`src/rtl/alu4_acc_seq.sv`:
```
// Command sequencer and accumulator around an external 4-bit add/sub/zero-test datapath.
// Optional build macro: ALU4_ACC_SATURATE_EN clamps ADD/SUB results instead of wrapping.
module alu4_acc_seq #(
  parameter int unsigned      WIDTH    = 4,
  parameter logic [WIDTH-1:0] ACC_INIT = '0
) (
  input  logic             clk,
  input  logic             reset,
  input  logic             cmd_valid,
  output logic             cmd_ready,
  input  logic [1:0]       cmd_op,
  input  logic [WIDTH-1:0] cmd_data,
  output logic [WIDTH-1:0] alu_a,
  output logic [WIDTH-1:0] alu_b,
  output logic             alu_select,
  output logic             alu_au_lu,
  input  logic [WIDTH-1:0] alu_res,
  input  logic             alu_cout,
  output logic             rsp_valid,
  input  logic             rsp_ready,
  output logic [WIDTH-1:0] rsp_acc,
  output logic             rsp_zero,
  output logic             rsp_carry
);

  typedef enum logic [1:0] {S_IDLE, S_EXEC, S_RESP} state_t;
  typedef enum logic [1:0] {OP_LOAD, OP_ADD, OP_SUB, OP_CMP} op_t;

  state_t           r_state;
  state_t           w_state_next;
  op_t              r_op;
  logic [WIDTH-1:0] r_acc;
  logic [WIDTH-1:0] r_b;
  logic             r_zero;
  logic             r_carry;

  logic [WIDTH-1:0] w_acc_next;
  logic             w_zero_next;
  logic             w_carry_next;

  always_ff @(posedge clk) begin
    if (reset) begin
      r_state <= S_IDLE;
      r_acc   <= ACC_INIT;
      r_b     <= '0;
      r_op    <= OP_LOAD;
      r_zero  <= 1'b0;
      r_carry <= 1'b0;
    end else begin
      r_state <= w_state_next;
      if (r_state == S_IDLE && cmd_valid) begin
        r_b  <= cmd_data;
        r_op <= op_t'(cmd_op);
      end
      if (r_state == S_EXEC) begin
        r_acc   <= w_acc_next;
        r_zero  <= w_zero_next;
        r_carry <= w_carry_next;
      end
    end
  end

  always_comb begin
    w_state_next = r_state;
    unique case (r_state)
      S_IDLE:  if (cmd_valid) w_state_next = S_EXEC;
      S_EXEC:  w_state_next = S_RESP;
      S_RESP:  if (rsp_ready) w_state_next = S_IDLE;
      default: w_state_next = S_IDLE;
    endcase
  end

  // Zero flag follows the (possibly clamped) accumulator, except CMP which uses the datapath zero-test bit.
  always_comb begin
    w_acc_next   = r_acc;
    w_carry_next = 1'b0;
    unique case (r_op)
      OP_LOAD: w_acc_next = r_b;
      OP_ADD: begin
        w_acc_next   = alu_res;
        w_carry_next = alu_cout;
`ifdef ALU4_ACC_SATURATE_EN
        if (alu_cout) w_acc_next = '1;
`endif
      end
      OP_SUB: begin
        w_acc_next   = alu_res;
        w_carry_next = alu_cout;
`ifdef ALU4_ACC_SATURATE_EN
        if (!alu_cout) w_acc_next = '0;
`endif
      end
      OP_CMP:  w_carry_next = alu_cout;
      default: w_acc_next = r_acc;
    endcase
    w_zero_next = (r_op == OP_CMP) ? alu_res[0] : (w_acc_next == '0);
  end

  assign cmd_ready  = (r_state == S_IDLE);
  assign rsp_valid  = (r_state == S_RESP);
  assign alu_a      = r_acc;
  assign alu_b      = r_b;
  assign alu_select = (r_state == S_EXEC) && (r_op == OP_SUB);
  assign alu_au_lu  = (r_state == S_EXEC) && (r_op == OP_CMP);
  assign rsp_acc    = r_acc;
  assign rsp_zero   = r_zero;
  assign rsp_carry  = r_carry;

endmodule
```
`config.mk`:
```
export PLATFORM = sky130hd
export DESIGN_NAME = alu4_acc_seq
export DESIGN_NICKNAME = d
export VERILOG_FILES = /design/src/rtl/alu4_acc_seq.sv
export SDC_FILE = /design/constraint.sdc
export NUM_CORES = 1
export LEC_CHECK = 0
export ABC_CLOCK_PERIOD_IN_PS = 1420
export CORE_UTILIZATION = 38
export CTS_CLUSTER_SIZE = 12
export DETAILED_ROUTE_END_ITERATION = 7
export MAX_ROUTING_LAYER = met4
export PLACE_DENSITY = 0.76
export SLEW_MARGIN = 25
export SYNTH_ARGS = -nofsm -noshare
export SYNTH_HDL_FRONTEND = slang
export SYNTH_SLANG_ARGS = --single-unit
export TNS_END_PERCENT = 100
```
`constraint.sdc`:
```
create_clock -name clk -period 1.42 [get_ports clk]
set_input_delay 0.284 -clock clk [delete_from_list [all_inputs] [get_ports clk]]
set_output_delay 0.284 -clock clk [all_outputs]
set_load 0.03 [all_outputs]
```
; Word-level counts from Yosys, hierarchy flattened
; Index checks and enable logic that the tools add are counted.
[op_classes]
mux = 6
eq_ne = 7
n_reduce_logical = 9
[ops]
columns = operator, n
row1 = $pmux 4 s2, 1
row2 = $eq 2x2->1 const B, 3
row3 = $pmux 2 s3, 1
row4 = $eq 2x1->1 const B, 2
row5 = $logic_not 2->1, 2
row6 = $logic_not 4->1, 1
row7 = $mux 2, 2
row8 = $logic_and 1x1->1, 3
row9 = $reduce_or 3->1, 1
row10 = $mux 1, 2
row11 = $ne 2x1->1 const B, 1
row12 = $ne 2x2->1 const B, 1
row13 = $reduce_and 2->1, 1
row14 = $reduce_or 2->1, 1
[word_totals]
wordCells = 28
in_bits = 15
register_bits = 14
out_inout_bits = 18

; Logic depth before layout (Yosys ltp)
; Gate-level depths: netlist of run 1.
[depth]
word_depth = 5
ltp_mapped = 5
ltp_nobuf = 5

; Worst setup path after synthesis of run 1
; OpenSTA, ideal clock, no wires.
[synth_timing]
kind = register to register
from = register r_op[0]
to = register r_zero, in the netlist rsp_zero
slack_ps = 169
setup_ps = 71
t_required_ps = 1349
arrival_time_ps = 1180
period_less_slack_ps = 1251
stages_incl_launch_ff = 6
path_cell_list = dfxtp_1 > inv_1 > ha_1 > a22oi_1 > nand4_1 > a21oi_1
[synth_via]
elab_chain_len = 5
word_cells_on_any_way = 8
[synth_lines]
columns = element, line_no
row1 = start: declaration, 31  ; op_t r_op;
row2 = start signal: assignment, 53  ; r_op <= op_t'(cmd_op);
row3 = $eq 2x2->1 or $eq 2x1->1 (tied branches), 77  ; unique case (r_op)
row4 = $reduce_or 2->1 (no line), --
row5 = $pmux 4 s2, 77
row6 = $logic_not 4->1, 96  ; w_zero_next = (r_op == OP_CMP) ? alu_res[0] : (w_acc_next == '0);
row7 = $mux 1 (*), 96
row8 = end signal: assignment, 57  ; r_zero <= w_zero_next;
row9 = end: declaration, 34  ; logic r_zero;
; Every way passes the cells marked *; elsewhere a longest branch is shown, timed or not.
; A chain may end at the register's enable or synchronous reset.

; Worst setup path in the final report of run 1
[layout_timing]
from = register r_state[0]
to = output alu_au_lu
[layout_via]
elab_chain_len = 2
[layout_lines]
columns = element, line_no
row1 = start: declaration, 29  ; state_t r_state;
row2 = start signal: assignment, 50  ; r_state <= w_state_next;
row3 = $eq 2x1->1, 104  ; assign alu_au_lu = (r_state == S_EXEC) && (r_op == OP_CMP);
row4 = $logic_and 1x1->1, 104
row5 = end: declaration, 16  ; output logic alu_au_lu,
; No other way between the ends.

==> impl_metrics.py, run 1 <==
metrics = {
    "status": {
        "status": "finished clean",
    },
    "power": {
        "powerDensity_mw_per_mm2": 904,
        "internal-power_mw": 0.729,
        "ir_worst_vdd_v": 0.000769,
        "power.switching_mw": 0.318,
        "combPwrFrac_pct": 30.5,
        "p_sw_share_pct": 30.4,
        "clkPwrFrac_pct": 27.1,
        "power_mw": 1.05,
        "p_seq_share_pct": 42.4,
        "p_leak_nw": 0.524,
    },
    "synthesis": {
        "netlist_instances": 70,
        "ys_async_sr_fraction_pct": 0,
        "synth_edf_count": 0,
        "syn_area_per_cell_sq_um": 9.67,
        "syn_nets": 89,
        "yosys_warnings": 0,
        "ys_seq_elements": 14,
        "synth.distinct_cells": 20,
        "ys_seq_area_share_pct": 41.4,
        "synthFlopType": "dfxtp_1",
        "syn-cell-area_sq_um": 677,
    },
    "floorplanning": {
        "die_x_um": 44.2,
        "coreArea_sq_mm": 0.00158,
        "ioPinCount": 33,
        "dieArea_sq_mm": 0.00195,
        "start_util_pct": 42.9,
        "die_h_um": 44.2,
        "rows": 14,
    },
    "detailed_routing": {
        "drc": 0,
        "route.vias.total": 655,
        "drtIter0Drc": 14,
        "drt-pass1-iter-count": 6,
        "wl_per_cell_um": 13.4,
        "ant_nets": 0,
        "viasPerCell": 5.08,
        "wl_um": 1720,
    },
    "global_routing": {
        "track_usage_pct": 19.0,
        "grt_pass1_wl_um": 2610,
        "grt_antenna_before_repair": 0,
        "grt_max_degree": 15,
        "overflow": 0,
        "grt_pass1_vias": 628,
    },
    "sta": {
        "max_slew_margin_pct": 79.2,
        "fmax_mhz": 706,
        "fin_setup_tns_ps": 0,
        "fin_crit_sh_pct": 99.7,
        "tightestPinTransition_ps": 313,
        "fin_ws_ps": 3.70,
        "slew_viol_final": 0,
        "hold_viol_final": 0,
        "fin_skew_ps": 1.87,
        "whs_ps": 468,
        "rsz0062_at_grt": "yes",
        "period_needed_ps": 1420,
        "setup_viol": 0,
    },
    "placement": {
        "gp_congestion": 0.744,
        "place_inst": 117,
        "hpwl_um": 1160,
        "post_dp_cell_area_sq_mm": 0.00100,
        "io_buffers": 32,
        "pre_cts_ws_ps": -118,
    },
    "critical_path": {
        "critPathMaxFanout": 5,
        "max_stage_delay_ps": 370,
        "worstSetupPathType": "flip-flop to output pin",
        "setup.worst_path.start_class": "flip-flop",
        "end_kind": "output pin",
        "required_ps": 1140,
        "arrival_ps": 1130,
        "slowest_stage": "dfxtp_4",
        "path_cells": "nor2b_4 > and2_1 > buf_6",
    },
    "layout": {
        "fin_area_sq_mm": 0.00116,
        "post-route-util_pct": 73.4,
        "antenna_cells": 0,
        "fin_nets": 133,
        "drive_gt1_share_pct": 31.9,
        "areaGrowthSynthToFinish_pct": 71.0,
        "layout_common_cells": "15 x buf_4, 14 x clkdlybuf4s50_1, 13 x dlygate4sd2_1",
        "fin_cells": 129,
        "mostFrequentLayoutCell": "buf_4",
    },
    "cts": {
        "cts_tree": "built",
        "clkSlewWorstSetupHoldPaths_ps": 80,
        "insertion_delay_ps": 280,
        "cts_sinks": 14,
        "cts_buffers": 3,
        "cts_max_level": 1,
        "cts_root_buf": "clkbuf_4",
        "clockBufferDepth": 2,
    },
    "flow_run": {
        "max_cap_violations": 0,
    },
    "min_path": {
        "min_path_type": "flip-flop to flip-flop",
    },
}
[per-layer routing]
metal / share of wire [%] / up-vias / track usage [%]
met3: 4.1 / 6 / 3.67
met2: 51 / 22 / 31.5
met5: 0 / - / -
met4: 2.6 / 0 / 10.9
met1: 42 / 299 / 21.3
li1: - / 328 / -
[sequential cells by signal, indices dropped and copies added (netlist names)]
signal and count:
alu_a 4, alu_b 4, r_op 2, r_state 2
rsp_carry 1, rsp_zero 1
[Yosys cell counts (2+ instances only)]
library cell / number / share of area, %
buf_4: 5 / 5.5
ha_1: 4 / 7.4
mux2i_1: 7 / 10
and2_1: 3 / 2.8
a21oi_1: 3 / 2.2
a211oi_1: 4 / 4.4
dfxtp_1: 14 / 41
o31ai_1: 2 / 2.2
a22oi_1: 4 / 4.4
nor2_1: 12 / 6.7
inv_1: 3 / 1.7
[final timing paths]
check             cells after the start        end  slack, ps        from
setup / recovery                      3  alu_au_lu          4  r_state[0]
setup reg to reg                      6   rsp_zero         40     r_op[1]
hold reg to reg                       2  rsp_carry        470   rsp_carry
hold / removal                        2  rsp_carry        470   rsp_carry
[cell families after synthesis]
group                      synth area share (%)
adders and majority gates                  7.39
and+or+nand+nor                            19.8
muxes                                      10.4
AOI/OAI and AO/OA                          13.3
buffers and inverters                      7.76
DFF                                        41.4
[power groups by stage]
stage,registers (mW),logic [mW],clock network (mW)
3_5_place_dp,0.450,0.296,0
3_3_place_gp,0.448,0.291,0
4_1_cts,0.444,0.290,0.292
6_report,0.443,0.319,0.284
2_1_floorplan,0.485,0.136,0
5_1_grt,0.448,0.341,0.313
[worst max-delay path, delay by kind of cell, from the launching register on]
kind / cells / cell delay (ps)
flops: 1 / 370
buf+inv: 1 / 140
simple gates: 2 / 350
[cell type report]
| type | instances | area, sq um |
|---|---|---|
| Clock buffer | 4 | 36.3 |
| Fill cell | 121 | 419 |
| Inverter | 3 | 13.8 |
| Multi-Input combinational cell | 47 | 395 |
| Sequential cell | 14 | 293 |
| Tap cell | 16 | 20.0 |
| Timing Repair Buffer | 45 | 399 |
[timing repair]
action / CTS / global route
hold buffers: 0 / 0
resized for setup: 28 / 8
setup endpoints to repair: 16 / 4
buffers inserted: 3 / 5
pin swaps: 0 / 2
Power figures use the tool's default switching activity.
==> run 2: changes to the inputs <==
--- a/config.mk
+++ b/config.mk
@@ -6,6 +6,8 @@
 export NUM_CORES = 1
 export LEC_CHECK = 0
 export ABC_CLOCK_PERIOD_IN_PS = 1420
+export CAP_MARGIN = 20
+export CORE_ASPECT_RATIO = 1.1
 export CORE_UTILIZATION = 38
 export CTS_CLUSTER_SIZE = 12
 export DETAILED_ROUTE_END_ITERATION = 7
==> run 2 against run 1 <==
Compared with the run above: non-clock buffer count decreased by 5; final area decreased by 4.8%; worst setup slack improved by 19 ps; die area about the same; global-route usage increased by 0.17 points; critical path depth increased by 1; sequential share of layout area increased by 1.3 points; sequential power about the same; core utilization decreased by 5.1 points; via count decreased by 3.4%; wire length decreased by 5.7%.
==> impl_metrics.py, run 2 (same netlist as run 1, synthesis figures left out) <==
metrics = {
    "status": {
        "status": "finished clean",
    },
    "floorplanning": {
        "ioPinCount": 33,
        "die_x_um": 42.2,
        "dieArea_sq_mm": 0.00195,
        "die_h_um": 46.3,
        "rows": 15,
        "start_util_pct": 41.9,
        "coreArea_sq_mm": 0.00161,
    },
    "layout": {
        "regArea_sq_um": 293,
        "post-route-util_pct": 68.3,
        "mostFrequentLayoutCell": "clkdlybuf4s50_1",
        "fillCellCount": 133,
        "antenna_cells": 0,
        "drive_gt1_share_pct": 25.0,
        "layout_common_cells": "14 x clkdlybuf4s50_1, 13 x dlygate4sd2_1, 12 x nor2_1",
        "areaGrowthSynthToFinish_pct": 62.8,
        "fin_nets": 128,
        "multi_input_area_sq_um": 377,
    },
    "cts": {
        "postCtsHoldBufs": 0,
        "cts_root_buf": "clkbuf_4",
        "clkSlewWorstSetupHoldPaths_ps": 80,
        "cts_max_level": 1,
        "insertion_delay_ps": 290,
        "cts_sinks": 14,
        "cts_tree": "built",
        "clockBufferDepth": 2,
        "cts_buffers": 3,
    },
    "detailed_routing": {
        "drc": 0,
        "drtIter0Drc": 8,
        "drt-pass1-iter-count": 2,
        "route.vias.total": 633,
        "viasPerCell": 5.06,
        "wl_um": 1630,
        "ant_nets": 0,
        "wl_per_cell_um": 13.0,
    },
    "critical_path": {
        "setup.worst_path.start_class": "flip-flop",
        "crit_end": "alu_select",
        "max_stage_delay_ps": 390,
        "required_ps": 1140,
        "r2r-start": "r_op[1]",
        "path_cells": "inv_4 > ha_4 > and2_4 > buf_6",
        "arrival_ps": 1110,
        "critPathMaxFanout": 3,
        "reg2reg_depth": 5,
        "worstSetupPathType": "flip-flop to output pin",
        "crit_start": "r_op[0]",
        "rr_endpoint": "rsp_zero",
        "slowest_stage": "dfxtp_4",
        "regToRegSetupSlack_ps": 90,
        "end_kind": "output pin",
    },
    "sta": {
        "fin_skew_ps": 5.32,
        "fin_crit_sh_pct": 98.4,
        "hold_viol_final": 0,
        "slew_viol_final": 0,
        "period_needed_ps": 1400,
        "rsz0062_at_grt": "yes",
        "fin_ws_ps": 22.6,
        "max_slew_margin_pct": 76.5,
        "tightestPinTransition_ps": 352,
        "fmax_mhz": 716,
        "setup_viol": 0,
    },
    "flow_run": {
        "max_cap_violations": 0,
    },
    "placement": {
        "pre_cts_ws_ps": -89.1,
        "gp_congestion": 0.761,
        "hpwl_um": 1170,
        "io_buffers": 32,
    },
    "global_routing": {
        "overflow": 0,
        "grt_max_degree": 15,
        "grt_antenna_before_repair": 0,
        "track_usage_pct": 19.2,
        "grt_pass1_vias": 603,
        "grt_pass1_wl_um": 2510,
    },
    "min_path": {
        "min_path_type": "flip-flop to flip-flop",
    },
    "power": {
        "p_seq_share_pct": 43.2,
        "clkPwrFrac_pct": 28.8,
        "ir_worst_vdd_v": 0.000512,
        "p_sw_share_pct": 30.7,
        "combPwrFrac_pct": 28.1,
        "p_leak_nw": 0.496,
        "power.switching_mw": 0.316,
        "powerDensity_mw_per_mm2": 933,
        "internal-power_mw": 0.712,
    },
}
[run 2: metal layers]
metal	track usage, %	vias to the layer above	wire length [um]
met4	16.9	0	64
li1	-	316	-
met1	16.6	290	632
met3	4.71	5	82
met5	-	-	0
met2	35.1	22	845
[run 2: power by group through the flow]
stage	Clock, mW	Sequential, mW	Combinational [mW]
3_5_place_dp	0	0.451	0.291
6_report	0.296	0.444	0.289
4_1_cts	0.296	0.443	0.283
5_1_grt	0.318	0.449	0.308
2_1_floorplan	0	0.485	0.136
3_3_place_gp	0	0.449	0.286
[run 2: layout make-up]
type	instances	area share (%)
clock buffer	4	3.29
tap	17	1.93
inverter	3	1.25
sequential	14	26.6
timing repair buffer	40	32.8
multi-input combinational	47	34.2
[run 2: timing repair]
action | 4_1_cts | 5_1_grt
hold endpoints to repair | 0 | 0
setup buffers | 3 | 1
pin swaps | 0 | 1
resized for setup | 23 | 9
endpoints found under the setup margin | 16 | 3
[run 2: worst min-delay path by stage]
| stage | startpoint | slack, ps | cells past startpoint | to |
|---|---|---|---|---|
| 6_report | rsp_carry | 500 | 2 | rsp_carry |
| 4_1_cts | rsp_carry | 480 | 2 | rsp_carry |
| 2_1_floorplan | reset | 360 | 1 | r_state[0] |
| 3_5_place_dp | rsp_carry | 470 | 2 | rsp_carry |
| 3_3_place_gp | rsp_carry | 460 | 2 | rsp_carry |
| 5_1_grt | rsp_carry | 550 | 2 | rsp_carry |
[run 2: critical path: cells and delay by family, from the launching register on]
kind,cells,cell delay [ps]
buffers and inverters,2,180
adders and majority gates,1,140
DFF,1,390
and+or+nand+nor,1,130
[run 2: through the flow]
stage	TNS [ps]	total power, mW	area [sq um]	cells	hold slack [ps]
2_1_floorplan	0	0.621	677	70	356
3_3_place_gp	-489	0.735	997	117	457
3_5_place_dp	-456	0.742	997	117	468
4_1_cts	-4.04	1.02	1060	124	479
5_1_grt	-26.0	1.07	1100	125	555
6_report	0	1.03	1100	125	498
